`config.mk`:
```
export PLATFORM = sky130hd
export DESIGN_NAME = if_id_fetch_queue
export DESIGN_NICKNAME = d
export VERILOG_FILES = /design/src/rtl/if_id_fetch_queue.sv
export SDC_FILE = /design/constraint.sdc
export NUM_CORES = 1
export LEC_CHECK = 0
export ABC_AREA = 1
export BUFFER_PORTS_ARGS = -buffer_cell sky130_fd_sc_hd__buf_2
export CORE_MARGIN = 3
export CORE_UTILIZATION = 35
export CTS_CLUSTER_SIZE = 24
export DETAILED_ROUTE_END_ITERATION = 6
export PLACE_DENSITY = 0.53
export SYNTH_ARGS = -nofsm -noshare
export SYNTH_HDL_FRONTEND = slang
export SYNTH_SLANG_ARGS = --single-unit
```
`constraint.sdc`:
```
create_clock -name clk -period 8.2 [get_ports clk]
set_clock_uncertainty 0.05 [all_clocks]
set_input_delay 1.64 -clock clk [delete_from_list [all_inputs] [get_ports clk]]
set_output_delay 1.64 -clock clk [all_outputs]
set_load 0.1 [all_outputs]
```
`src/rtl/if_id_fetch_queue.sv`:
```
// ============================================================================
// Module   : if_id_fetch_queue
// Brief    : IF->ID instruction queue (circular buffer, valid/ready on both
//            sides, flush for branch redirects). Optional macro
//            IFID_BUBBLE_NOP_EN presents an ADDI x0,x0,0 bubble when empty.
// Revision : 1.0 - initial release
// ============================================================================
`default_nettype none

module if_id_fetch_queue #(
    parameter int DEPTH = 2,
    parameter int XLEN  = 32
) (
    input  logic                     clk,
    input  logic                     rst,
    input  logic                     flush,
    input  logic                     if_valid,
    output logic                     if_ready,
    input  logic [XLEN-1:0]          if_pc,
    input  logic [XLEN-1:0]          if_pc_plus4,
    input  logic [31:0]              if_instruction,
    output logic                     id_valid,
    input  logic                     id_ready,
    output logic [XLEN-1:0]          id_pc,
    output logic [XLEN-1:0]          id_pc_plus4,
    output logic [31:0]              id_instruction,
    output logic [$clog2(DEPTH):0]   id_count
);

    localparam int                c_AW    = $clog2(DEPTH);
    localparam int                c_EW    = 2 * XLEN + 32;
    localparam logic [c_AW:0]     c_FULL  = (c_AW + 1)'(DEPTH);
    localparam logic [c_AW:0]     c_CNT1  = (c_AW + 1)'(1);
    localparam logic [c_AW-1:0]   c_PTR1  = c_AW'(1);

    // Entry layout: {pc, pc_plus4, instruction}
    logic [c_EW-1:0]  r_mem [DEPTH];
    logic [c_AW-1:0]  r_wr_ptr;
    logic [c_AW-1:0]  r_rd_ptr;
    logic [c_AW:0]    r_count;
    logic [c_AW:0]    w_count_nxt;
    logic             w_push;
    logic             w_pop;
    logic             w_if_ready;
    logic             w_id_valid;
    logic [c_EW-1:0]  w_wr_entry;
    logic [c_EW-1:0]  w_head;

    // Handshakes depend only on registered occupancy: no ready bypass
    assign w_if_ready = (r_count != c_FULL);
    assign w_id_valid = (r_count != '0);
    assign w_push     = if_valid && w_if_ready && !flush;
    assign w_pop      = w_id_valid && id_ready && !flush;
    assign w_wr_entry = {if_pc, if_pc_plus4, if_instruction};
    assign w_head     = r_mem[r_rd_ptr];

    always_comb begin
        w_count_nxt = r_count;
        case ({w_push, w_pop})
            2'b10:   w_count_nxt = r_count + c_CNT1;
            2'b01:   w_count_nxt = r_count - c_CNT1;
            default: w_count_nxt = r_count;
        endcase
    end

    always_ff @(posedge clk) begin
        if (rst) begin
            r_wr_ptr <= '0;
            r_rd_ptr <= '0;
            r_count  <= '0;
            for (int i = 0; i < DEPTH; i++) begin
                r_mem[i] <= '0;
            end
        end else if (flush) begin
            // Storage is left as-is; only the bookkeeping is cleared
            r_wr_ptr <= '0;
            r_rd_ptr <= '0;
            r_count  <= '0;
        end else begin
            if (w_push) begin
                r_mem[r_wr_ptr] <= w_wr_entry;
                r_wr_ptr        <= r_wr_ptr + c_PTR1;
            end
            if (w_pop) begin
                r_rd_ptr <= r_rd_ptr + c_PTR1;
            end
            r_count <= w_count_nxt;
        end
    end

    assign if_ready = w_if_ready;
    assign id_valid = w_id_valid;
    assign id_count = r_count;

`ifdef IFID_BUBBLE_NOP_EN
    assign id_pc          = w_id_valid ? w_head[c_EW-1 -: XLEN]   : '0;
    assign id_pc_plus4    = w_id_valid ? w_head[32 +: XLEN]        : '0;
    assign id_instruction = w_id_valid ? w_head[31:0]              : 32'h0000_0013;
`else
    assign id_pc          = w_head[c_EW-1 -: XLEN];
    assign id_pc_plus4    = w_head[32 +: XLEN];
    assign id_instruction = w_head[31:0];
`endif

endmodule

`default_nettype wire

```
-- Word-level counts from Yosys, hierarchy flattened
Memory sizes are Yosys's and may differ from the RTL's. A register that Yosys moved wholly into a read port is not among the register bits.
Cells that the tools add are included.
- memories kept: 1
- register bits after elaboration: 4
- logic and storage cells: 32
- bits of input ports: 101
- RAM bits: 192
- output and inout bits: 100
- memory list (name ; words ; width ; rd ports ; clocked after memory_dff ; write ports ; line ; RTL):
    r_mem ; 2 ; 96 ; 1 ; 1 ; 2 ; 37 ; logic [c_EW-1:0] r_mem [DEPTH];
- reduce and logical (&&, ||, !) cells: 9
- multiplexer cells: 12
- equal/unequal tests: 3
- add/subtract/negate cells: 4
- operators with widths (kind ; count):
    2-to-1 mux 96 bit ; 1
    OR reduction 96 bit ; 1
    2-to-1 mux 1 bit ; 10
    logical AND 1 bit ; 4
    one-hot mux 2 bit (2 select lines) ; 1
    nonzero test 2 bit ; 2
    adder 1 bit, second input constant ; 2
    adder 2 x 1 -> 2 bit, second input constant ; 1
    equality test 2 x 1 -> 1 bit, second input constant ; 1
    equality test 2 bit, second input constant ; 1
    != test 2 bit, second input constant ; 1
    OR reduction 2 bit ; 1
    subtractor 2 x 1 -> 2 bit, second input constant ; 1
    zero test 1 bit ; 1

-- Longest topological paths before layout
Gate-level depths: netlist (run 1).
- depth in word-level cells: 9
- mapped depth: 9

-- Worst setup path after synthesis (run 1)
No wires, ideal clock.
- path type: input-to-reg
- start: in rst
- end: mem r_mem[1][0] (netlist bit), enable pin
- data required time: 7.692 ns
- buffers on the path: 3
- setup slack: 3.257 ns
- arrival: 4.435 ns
- stages on the path: 6
- cell sequence: buf_2 nor2_2 nand3_2 buf_6 buf_6 nand2_1
- RTL lines (element ; line ; RTL):
    from (decl) ; 15 ; input logic rst,
    to (decl) ; 37 ;

==> metrics.csv, run 1 <==
stage;metric;value;unit
clock_network;CTS max path bufs;2;
yosys;Mean Syn Cell Area;13.07;µm²
yosys;mapped cell area;8642;µm²
drt;first-pass detailed-route iteration total;5;
power;Pleak;4.526;nW
finish;Fill cells;2244;
sta;f_max;227.1;MHz
finish;Antenna Cells;0;
yosys;most frequent cell after synthesis;edfxtp_1;
critical_path;worst reg2reg startpoint;id_count[0];
yosys;Syn Inst Count;661;
placed_design;Placer Congestion;0.6980;
sta;final setup violating endpoints;0;
critical_path;Worst path slowest cell;dfxtp_4;
critical_path;crit path kind;flop to output pin;
clock_network;Worst-path clk slew;0.07;ns
finish;Layout area overhead;21.38;%
clock_network;root buffer selected by CTS;clkbuf_16;
floorplan;core footprint;23890;µm²
clock_network;post-cts resize count;0;
flow_run;Max-cap violations;0;
drt;via count;5398;
clock_network;worst skew pair latency;0.43;ns
yosys;top cells by instance count after synthesis;192 x edfxtp_1, 101 x inv_1, 96 x mux2_2, 95 x nor2_1, 86 x nor3_1;
clock_network;Post-CTS Hold Buffers;0;
yosys;count of different cell masters after synthesis;25;
critical_path;CP arrival;2.71;ns
sta;Final Hold Fails;0;
global_route;number of global-route vias before repair;5411;
critical_path;slowest stage delay, CP;0.74;ns
sta;Slew Viols, Final;0;
floorplan;num rows;56;
yosys;Post-Synth Simple-Gate Area;0.1218;
drt;drt wl/cell;16.48;µm
floorplan;die height;163.1;µm
finish;register area;5869;µm²
drt;top routing layer used;met4;
critical_path;delay-heaviest family, CP;buffers and inverters;
critical_path;CP Launch Type;flop;
clock_network;Num Clock Sinks;197;
clock_network;TritonCTS buffer count;17;
sta;final setup TNS;0;ns
hold_path;worst min path class;flop to flop;
sta;fin crit period;4.404;ns
global_route;largest net degree at the start of global routing;81;
global_route;GRT Resource Usage Total;0.1448;
power;VDD IR max;0.1050;mV
yosys;Synth Area in Compound Gates;0.003909;
yosys;flip-flop and latch count after synthesis;197;
drt;routed length on met3;1.311;mm
critical_path;worst path bufs/invs;2;
yosys;mux cell area share after synthesis;0.1251;
finish;final net count;946;
finish;area of the multi-input gates;2202;µm²
yosys;ys async rst share;0;
drt;final WL;19.38;mm
placed_design;hpwl dp;11.58;mm
sta;Worst Max-Slew Pin Slew;1.047;ns
sta;crit share post-route;0.5371;
critical_path;Worst EP required;6.51;ns
finish;layout cells sized above 1;0.4236;
yosys;xor/xnor share of the synthesized area;0;
yosys;top cells by area, synth;edfxtp_1 67%, mux2_2 13%, nor3_1 5.0%;
finish;Util after Layout;0.4390;
drt;met2 wire length;8.723;mm
critical_path;crit-path cells;buf_4 > mux2_2 > buf_2;
global_route;initial antenna violation count;0;
yosys;largest family of logic cells by synthesized area;multiplexers;
placed_design;Port Buffers;200;
yosys;syn_nets;763;
yosys;predominant post-synthesis flop cell;edfxtp_1;
floorplan;die width;163.1;µm
clock_network;post-CTS setup buffer count;0;
drt;M1 wire length;9.216;mm
hold_path;hold path startpoint;r_rd_ptr;
yosys;synthesized-area fraction occupied by adder cells;0.001448;
yosys;post-synthesis sequential area ratio;0.6787;
global_route;GRT overflow;0;
critical_path;CP max FO;56;
floorplan;Ports;201;
drt;Final ANT Viol Nets;0;
floorplan;DIE AREA;26610;µm²
yosys;Synth Warn #;0;
sta;relative slew slack;0.3022;
yosys;post-synth top area share;0.6671;
drt;Initial DRC Count;313;
sta;RSZ-0062 raised after global routing;false;
floorplan;Initial Util;0.3617;
status;status;completed;
power;P per Cell Area;236.2;nW/µm²
clock_network;TritonCTS clock tree;done;
yosys;EDFF count, synth;192;
yosys;Synth area leader;edfxtp_1;
clock_network;H-tree levels;4;
global_route;first-pass GRT wire length;29.57;mm
drt;Via density;4.590;
drt;Residual DRC;0;
critical_path;CP endpoint kind;output pin;
-- report_power, final --
part           total (mW)  switching (mW)  internal (mW)  leakage (nW)
registers            1.17          0.0132           1.16          2.05
clock network       0.847           0.412          0.435         0.283
logic               0.459           0.378         0.0808          2.19
total                2.48           0.803           1.67          4.53
-- registers in the layout, indices dropped and copies added, names as in the netlist, named ones only --
signal    flops
r_rd_ptr      1
r_mem       192
id_count      2
r_wr_ptr      1
-- layer usage --
layer / global-route usage / vias to the layer above
li1: - / 2627
met1: 0.2104 / 2581
met2: 0.2167 / 180
met3: 0.04337 / 10
met4: 0.02884 / 0
met5: 0 / -
-- cell type report --
class	instances	area share
Sequential cell	197	0.5595
Tap cell	319	0.03805
Clock inverter	15	0.01551
Timing Repair Buffer	206	0.09995
Clock buffer	17	0.04055
Multi-Input combinational cell	320	0.2099
Inverter	102	0.03650
-- tightest hold or removal path, cell delays in order (launching register included) --
cell and delay [ns]:
dfxtp_1 0.33, a21oi_1 0.05, nor2_1 0.09
-- path summary, 6_finish.rpt --
check,to,slack [ns],depth (start not counted)
worst min-delay path,flop,0.46,2
worst min register to register,flop,0.46,2
worst max register to register,r_mem[0][88],4.99,5
worst max-delay path,id_pc[15],3.80,3
-- stage by stage --
stage               hold slack (ns)  worst slack, ns  instance area [µm²]  power (mW)  cells
floorplan                    0.4145            3.257                 8642       1.563    661
CTS                          0.4599            3.703                10490       2.506   1176
detailed placement           0.4423            3.583                 9902       1.659   1144
global route                 0.4949            3.626                10490       2.561   1176
finish                       0.4550            3.796                10490       2.478   1176
global placement             0.4494            3.588                 9902       1.659   1144
-- logic make-up (layout without fill, tap and decap cells) --
family | after synthesis | after routing
buffers and inverters | 144 | 340
muxes | 96 | 96
and+or+nand+nor | 219 | 219
AOI/OAI and AO/OA | 4 | 4
DFF | 197 | 197
adders and majority gates | 1 | 1
-- layout by cell type, fill, tap and decap left out, drive strengths merged --
| cell | netlist | final |
|---|---|---|
| nand2 | 12 | 12 |
| nand3 | 2 | 2 |
| ha | 1 | 1 |
| or2 | 1 | 1 |
| dfxtp | 5 | 5 |
| buf | 23 | 206 |
| mux2 | 96 | 96 |
| bufinv | 0 | 1 |
| a21oi | 2 | 2 |
| inv | 102 | 111 |
| edfxtp | 192 | 192 |
| clkbuf | 19 | 17 |
| a21boi | 1 | 1 |
| clkinv | 0 | 3 |
| nor2 | 106 | 106 |
| nand4 | 2 | 2 |
| clkinvlp | 0 | 2 |
| nor3 | 96 | 96 |
| o21ai | 1 | 1 |
Note: power is estimated with default switching activity, not from simulation.
==> run 2: changes to the inputs <==
PLACE_DENSITY = 0.55   (was 0.53)
clock period = 4 ns   (was 8.2 ns; I/O delays follow)
==> run 2 against run 1 <==
Via count is 0.59% higher. Flip-flop and latch count stayed put. First-iteration DRC count is 24% lower. Register-to-register slack worse by 3.3 ns. Core utilization is 0.45 points higher.
==> metrics.csv, run 2 (synthesized netlist as in run 1, its figures left out) <==
stage;metric;value;unit;change
sta;relative slew slack;0.4512;;was 0.3022
drt;Final ANT Viol Nets;0;;unchanged
clock_network;worst skew pair latency;0.42;ns;was 0.43 ns
drt;Via density;4.598;;was 4.590
global_route;met3 Use GR;0.04083;;was 0.04337
finish;layout cells sized above 1;0.4269;;was 0.4236
clock_network;post-CTS setup buffer count;0;;unchanged
sta;Fin Hold WS;0.4548;ns;was 0.4550 ns
critical_path;delay-heaviest family, CP;buffers and inverters;;unchanged
sta;Final Hold Fails;0;;unchanged
power;VDD IR max;0.2605;mV;was 0.1050 mV
global_route;number of global-route vias before repair;5659;;was 5411
sta;final setup violating endpoints;0;;unchanged
sta;final setup TNS;0;ns;unchanged
status;status;completed;;unchanged
sta;crit share post-route;0.7602;;
floorplan;Ports;201;;unchanged
critical_path;slack of the worst reg-to-reg path;1.71;ns;was 4.99 ns
hold_path;hold path startpoint;r_rd_ptr;;unchanged
power;Flop pwr share;0.467;;was 0.473
drt;Initial DRC Count;237;;was 313
global_route;first-pass GRT wire length;30.37;mm;was 29.57 mm
sta;fin crit period;3.041;ns;
critical_path;crit path kind;flop to output pin;;unchanged
critical_path;worst path bufs/invs;2;;unchanged
critical_path;Worst path slowest cell;dfxtp_4;;unchanged
floorplan;core footprint;23890;µm²;unchanged
clock_network;root buffer selected by CTS;clkbuf_16;;unchanged
hold_path;Hold Path Depth;2;;unchanged
power;P per Cell Area;485.2;nW/µm²;was 236.2 nW/µm²
clock_network;Num Clock Sinks;197;;unchanged
flow_run;Max-cap violations;0;;unchanged
sta;f_max;328.8;MHz;
power;Sw Pwr;1.638;mW;was 803.3 µW
sta;RSZ-0062 raised after global routing;false;;unchanged
floorplan;DIE AREA;26610;µm²;unchanged
global_route;busiest grt layer;met2;;unchanged
clock_network;TritonCTS clock tree;done;;unchanged
placed_design;Port Buffers;200;;unchanged
critical_path;CP endpoint kind;output pin;;unchanged
sta;Worst Max-Slew Pin Slew;0.8232;ns;was 1.047 ns
power;Clk pwr share;0.349;;was 0.342
clock_network;Post-CTS Hold Buffers;0;;unchanged
drt;first-pass detailed-route iteration total;4;;was 5
power;switching share of power;0.3186;;was 0.3242
power;Pleak;4.579;nW;was 4.526 nW
floorplan;Initial Util;0.3617;;unchanged
sta;Slew Viols, Final;0;;unchanged
drt;drt wl/cell;16.49;µm;was 16.48 µm
finish;Layout area overhead;22.61;%;was 21.38%
global_route;GRT overflow;0;;unchanged
drt;final WL;19.47;mm;was 19.38 mm
global_route;met1 usage;0.1982;;was 0.2104
clock_network;H-tree levels;4;;unchanged
critical_path;CP Launch Type;flop;;unchanged
critical_path;worst reg2reg startpoint;id_count[1];;was id_count[0]
global_route;largest net degree at the start of global routing;97;;was 81
critical_path;CP max FO;29;;was 56
drt;via count;5430;;was 5398
finish;Antenna Cells;0;;unchanged
finish;register area;5869;µm²;unchanged
critical_path;slowest stage delay, CP;0.65;ns;was 0.74 ns
finish;Reg with most FFs;r_mem;;unchanged
critical_path;CP arrival;2.19;ns;was 2.71 ns
floorplan;die height;163.1;µm;unchanged
finish;Largest register FFs;192;;unchanged
finish;final net count;951;;was 946
finish;commonest non-fill, non-tap cell in the layout;buf_2;;unchanged
critical_path;capturing point of the worst reg2reg path;r_mem[0][83];;was r_mem[0][88]
clock_network;Worst-path clk slew;0.08;ns;was 0.07 ns
drt;Residual DRC;0;;unchanged
clock_network;CTS max path bufs;2;;unchanged
power;Power Internal;3.503;mW;was 1.675 mW
global_route;initial antenna violation count;1;;was 0
finish;area of the multi-input gates;2202;µm²;unchanged
critical_path;crit-path cells;buf_4 > mux2_2 > buf_2;;unchanged
finish;most frequent cells in the layout;199 x buf_2, 192 x edfxtp_1, 101 x inv_1;;unchanged
power;Logic pwr share;0.184;;was 0.185
critical_path;cell count of the worst reg-to-reg path;5;;unchanged
hold_path;worst min path class;flop to flop;;unchanged
global_route;GR Util met2;0.2340;;was 0.2167
floorplan;num rows;56;;unchanged
placed_design;hpwl dp;11.80;mm;was 11.58 mm
floorplan;die width;163.1;µm;unchanged
hold_path;Hold Path Sink;r_rd_ptr;;
clock_network;post-cts resize count;0;;unchanged
finish;Fill cells;2265;;was 2244
global_route;GRT Resource Usage Total;0.1462;;was 0.1448
critical_path;Worst EP required;3.15;ns;was 6.51 ns
placed_design;Placer Congestion;0.7278;;was 0.6980
clock_network;TritonCTS buffer count;17;;unchanged
-- run 2: changes by cell type in the layout (fill, tap and decap cells not counted), sizes merged --
cell      change
buf           +5
clkinv        +3
inv           -3
clkinvlp      -2
clkbuf        +1
bufinv        +1
-- run 2: how the worst max path moves through the flow --
stage | from | end | cells after the start
after floorplan | id_count[1] | r_mem[0][0] | 5
after global placement | rst | r_mem[0][31] | 4
after detailed placement | rst | r_mem[0][30] | 4
after CTS | flop | id_pc[22] | 3
after global routing | flop | id_instruction[13] | 3
final | flop | id_pc[22] | 3
-- run 2: power by group through the flow --
stage	combinational, mW	clock, mW	sequential, mW
4_1_cts	0.959	1.84	2.40
3_3_place_gp	0.957	0	2.45
5_1_grt	0.992	1.92	2.41
3_5_place_dp	0.956	0	2.45
2_1_floorplan	0.754	0	2.45
6_report	0.946	1.79	2.40
-- run 2: final cells by class --
type | instances | area share
clock buffer | 18 | 0.04050
tap | 319 | 0.03767
clock inverter | 14 | 0.01795
inverter | 102 | 0.03613
sequential | 197 | 0.5539
multi-input combinational | 320 | 0.2078
timing repair buffer | 211 | 0.1060
-- run 2: worst register-to-register path: stages, from the launching register on --
cell and delay (ns):
dfxtp_1 0.48, nand2_2 0.12, nand4_4 0.09, buf_4 0.37
buf_4 0.77, nor3_1 0.13
-- run 2: per-stage QoR --
step	total power [mW]	utilization	worst slack [ns]	cells	area [µm²]
after floorplan	3.200	-	0.1563	661	8647
after global placement	3.402	0.4176	1.279	1149	9977
after detailed placement	3.405	0.4176	1.260	1149	9977
after CTS	5.202	0.4435	0.9023	1181	10600
after global routing	5.323	0.4435	0.8554	1181	10600
final	5.141	0.4435	0.9591	1181	10600
-- run 2: layer usage --
metal	routed length, µm	part of all wire
met5	13	0.00067
met4	192	0.0099
met3	1126	0.058
met2	9132	0.47
met1	9007	0.46
==> run 3: changes to the inputs <==
ABC_AREA = 0   (was 1)
PLACE_DENSITY = 0.53   (was 0.55)
clock period = 2.95 ns   (was 4 ns; I/O delays follow)
==> run 3 against run 2 <==
Combinational power grew 23%. Register-to-register slack worse by 0.92 ns. Cell area shrank 0.48%. Total power up 28%. Highest routed layer unchanged. Sequential share of layout area is 0.34 points higher. Flip-flop and latch count unchanged.
==> metrics.csv, run 3 <==
stage;metric;value;unit;change
hold_path;Hold Path Sink;r_mem[0][16];;was r_rd_ptr
drt;via count;4921;;was 5430
floorplan;die height;162.1;µm;was 163.1 µm
placed_design;Port Buffers;200;;unchanged
sta;crit share post-route;0.9178;;
yosys;post-synthesis sequential area ratio;0.6875;;was 0.6787
finish;most frequent cells in the layout;200 x buf_2, 192 x and2_1, 192 x edfxtp_1;;was 199 x buf_2, 192 x edfxtp_1, 101 x inv_1
clock_network;H-tree levels;4;;unchanged
power;VDD IR max;0.3262;mV;was 0.2605 mV
yosys;Synth area leader;edfxtp_1;;unchanged
placed_design;placed insts;1044;;was 1149
drt;Initial DRC Count;278;;was 237
critical_path;worst reg2reg startpoint;r_wr_ptr;;was id_count[1]
floorplan;DIE AREA;26290;µm²;was 26610 µm²
critical_path;crit-path cells;buf_4 > mux2_2 > buf_2;;unchanged
drt;Residual DRC;0;;unchanged
critical_path;capturing point of the worst reg2reg path;r_mem[1][34];;was r_mem[0][83]
clock_network;worst skew pair latency;0.42;ns;about the same
power;P per Cell Area;626.3;nW/µm²;was 485.2 nW/µm²
sta;fin crit period;2.708;ns;
floorplan;Initial Util;0.3603;;was 0.3617
drt;drt wl/cell;17.22;µm;was 16.49 µm
sta;RSZ-0062 raised after global routing;false;;unchanged
clock_network;Num Clock Sinks;197;;unchanged
yosys;top cells by area, synth;edfxtp_1 68%, and2_1 14%, mux2_2 13%;;was edfxtp_1 67%, mux2_2 13%, nor3_1 5.0%
finish;Fill cells;2205;;was 2265
critical_path;slowest stage delay, CP;0.56;ns;was 0.65 ns
yosys;flip-flop and latch count after synthesis;197;;unchanged
yosys;ys async rst share;0;;unchanged
clock_network;root buffer selected by CTS;clkbuf_16;;unchanged
floorplan;die width;162.1;µm;was 163.1 µm
global_route;GRT overflow;0;;unchanged
clock_network;CTS max path bufs;2;;unchanged
sta;f_max;369.3;MHz;
clock_network;TritonCTS clock tree;done;;unchanged
floorplan;num rows;56;;unchanged
drt;final WL;18.54;mm;was 19.47 mm
global_route;largest net degree at the start of global routing;97;;unchanged
critical_path;delay-heaviest family, CP;buffers and inverters;;unchanged
flow_run;Max-cap violations;0;;unchanged
yosys;mapped cell area;8532;µm²;was 8642 µm²
finish;commonest non-fill, non-tap cell in the layout;buf_2;;unchanged
drt;first-pass detailed-route iteration total;6;;was 4
critical_path;slack of the worst reg-to-reg path;0.79;ns;was 1.71 ns
finish;register area;5877;µm²;was 5869 µm²
clock_network;post-CTS setup buffer count;0;;unchanged
floorplan;core footprint;23680;µm²;was 23890 µm²
finish;Largest register FFs;192;;unchanged
yosys;EDFF count, synth;192;;unchanged
drt;Via density;4.569;;was 4.598
placed_design;hpwl dp;11.98;mm;was 11.80 mm
finish;final net count;846;;was 951
global_route;number of global-route vias before repair;5266;;was 5659
yosys;syn_nets;645;;was 763
hold_path;hold path startpoint;if_instruction[16];;was r_rd_ptr
placed_design;Placer Congestion;0.7242;;was 0.7278
critical_path;Worst EP required;2.31;ns;was 3.15 ns
sta;Final Hold Fails;0;;unchanged
yosys;Mean Syn Cell Area;15.71;µm²;was 13.07 µm²
hold_path;Hold Path Depth;2;;unchanged
global_route;initial antenna violation count;1;;unchanged
hold_path;worst min path class;input pin to flop;;was flop to flop
sta;final setup violating endpoints;0;;unchanged
status;status;completed;;unchanged
yosys;Syn Inst Count;543;;was 661
critical_path;crit path kind;flop to output pin;;unchanged
finish;final instance area;10550;µm²;was 10600 µm²
sta;Slew Viols, Final;0;;unchanged
yosys;predominant post-synthesis flop cell;edfxtp_1;;unchanged
global_route;GRT Resource Usage Total;0.1412;;was 0.1462
yosys;Synth Warn #;0;;unchanged
power;Pleak;4.315;nW;was 4.579 nW
critical_path;CP max FO;21;;was 29
yosys;top cells by instance count after synthesis;192 x and2_1, 192 x edfxtp_1, 96 x mux2_2, 12 x clkbuf_1, 9 x buf_6;;was 192 x edfxtp_1, 101 x inv_1, 96 x mux2_2, 95 x nor2_1, 86 x nor3_1
clock_network;TritonCTS buffer count;17;;unchanged
critical_path;Worst path slowest cell;dfxtp_4;;unchanged
finish;Layout area overhead;23.60;%;was 22.61%
critical_path;CP endpoint kind;output pin;;unchanged
floorplan;Ports;201;;unchanged
sta;Worst Max-Slew Pin Slew;0.9244;ns;was 0.8232 ns
yosys;post-synth top area share;0.6758;;was 0.6671
global_route;first-pass GRT wire length;28.72;mm;was 30.37 mm
critical_path;cell count of the worst reg-to-reg path;4;;was 5
placed_design;Area after DPL;9995;µm²;was 9977 µm²
finish;layout cells sized above 1;0.4643;;was 0.4269
clock_network;post-cts resize count;0;;unchanged
finish;Reg with most FFs;r_mem;;unchanged
finish;Post-Layout Cell Count;1077;;was 1181
critical_path;Levels on crit path;3;;unchanged
finish;area of the multi-input gates;2476;µm²;was 2202 µm²
yosys;count of different cell masters after synthesis;21;;was 25
sta;relative slew slack;0.3837;;was 0.4512
clock_network;Worst-path clk slew;0.08;ns;about the same
critical_path;worst path bufs/invs;2;;unchanged
critical_path;CP Launch Type;flop;;unchanged
drt;Final ANT Viol Nets;0;;unchanged
critical_path;CP arrival;2.07;ns;was 2.19 ns
clock_network;Post-CTS Hold Buffers;0;;unchanged
[run 3: cell count changes in the layout (fill, tap and decap cells not counted), sizes merged, moves of 3 or more]
cell,before,now
and2,0,192
clkinvlp,0,4
or3,0,3
nor2,106,4
buf,211,214
nand2,12,0
inv,108,9
nor3,96,0
[run 3: worst max path at each step]
stage                   from           end  slack, ns
finish                  flop     id_pc[22]       0.24
global route            flop     id_pc[30]       0.14
CTS                     flop     id_pc[22]       0.17
detailed placement     flush  r_mem[1][75]       0.34
global placement       flush  r_mem[1][54]       0.43
floorplan           if_valid   r_mem[0][0]      -0.09
[run 3: area by class of cell]
class | instances | share of cell area
clock buffer | 17 | 0.04034
inverter | 3 | 0.001068
sequential | 197 | 0.5573
clock inverter | 14 | 0.01139
antenna | 2 | 0.0004746
multi-input combinational | 311 | 0.2348
tap | 319 | 0.03785
timing repair buffer | 214 | 0.1168
[run 3: per-stage QoR]
stage | worst slack (ns) | utilization | total power, mW | hold WS, ns | TNS (ns)
6_report | 0.2424 | 0.4453 | 6.605 | 0.3872 | 0
5_1_grt | 0.1437 | 0.4451 | 6.843 | 0.3839 | 0
4_1_cts | 0.1733 | 0.4451 | 6.685 | 0.3681 | 0
3_5_place_dp | 0.3435 | 0.4220 | 4.485 | 0.4550 | 0
3_3_place_gp | 0.4317 | 0.4220 | 4.469 | 0.4488 | 0
2_1_floorplan | -0.09432 | - | 4.235 | 0.4225 | -9.054
[run 3: metal layers]
metal / up-vias / GRT usage / share of wire
met3: 16 / 0.04897 / 0.085
met2: 155 / 0.2295 / 0.48
met1: 2420 / 0.1824 / 0.43
li1: 2328 / - / -
met4: 2 / 0.03490 / 0.0094
met5: - / 0 / 0.00038
[run 3: where the power goes]
part / internal (mW) / leakage, nW / switching (mW)
Sequential: 3.21 / 2.06 / 0.0362
Clock: 1.10 / 0.259 / 1.09
Combinational: 0.238 / 2.00 / 0.922
[run 3: kinds of logic (layout without fill, tap and decap cells)]
group	Yosys count	count (layout)	synth area share
compound gates	6	6	0.003813
xor+xnor	3	3	0.003080
fa+ha+maj	1	1	0.001466
buf+inv	35	248	0.02449
flops	197	197	0.6875
mux	96	96	0.1267
other cells	0	2	0
simple gates	205	205	0.1530
[run 3: worst register-to-register path, delay by kind of cell (launching register included)]
| family | cells | cell delay, ns |
|---|---|---|
| AND/OR/NAND/NOR | 2 | 0.65 |
| flip-flops | 1 | 0.48 |
| buffers and inverters | 2 | 0.84 |
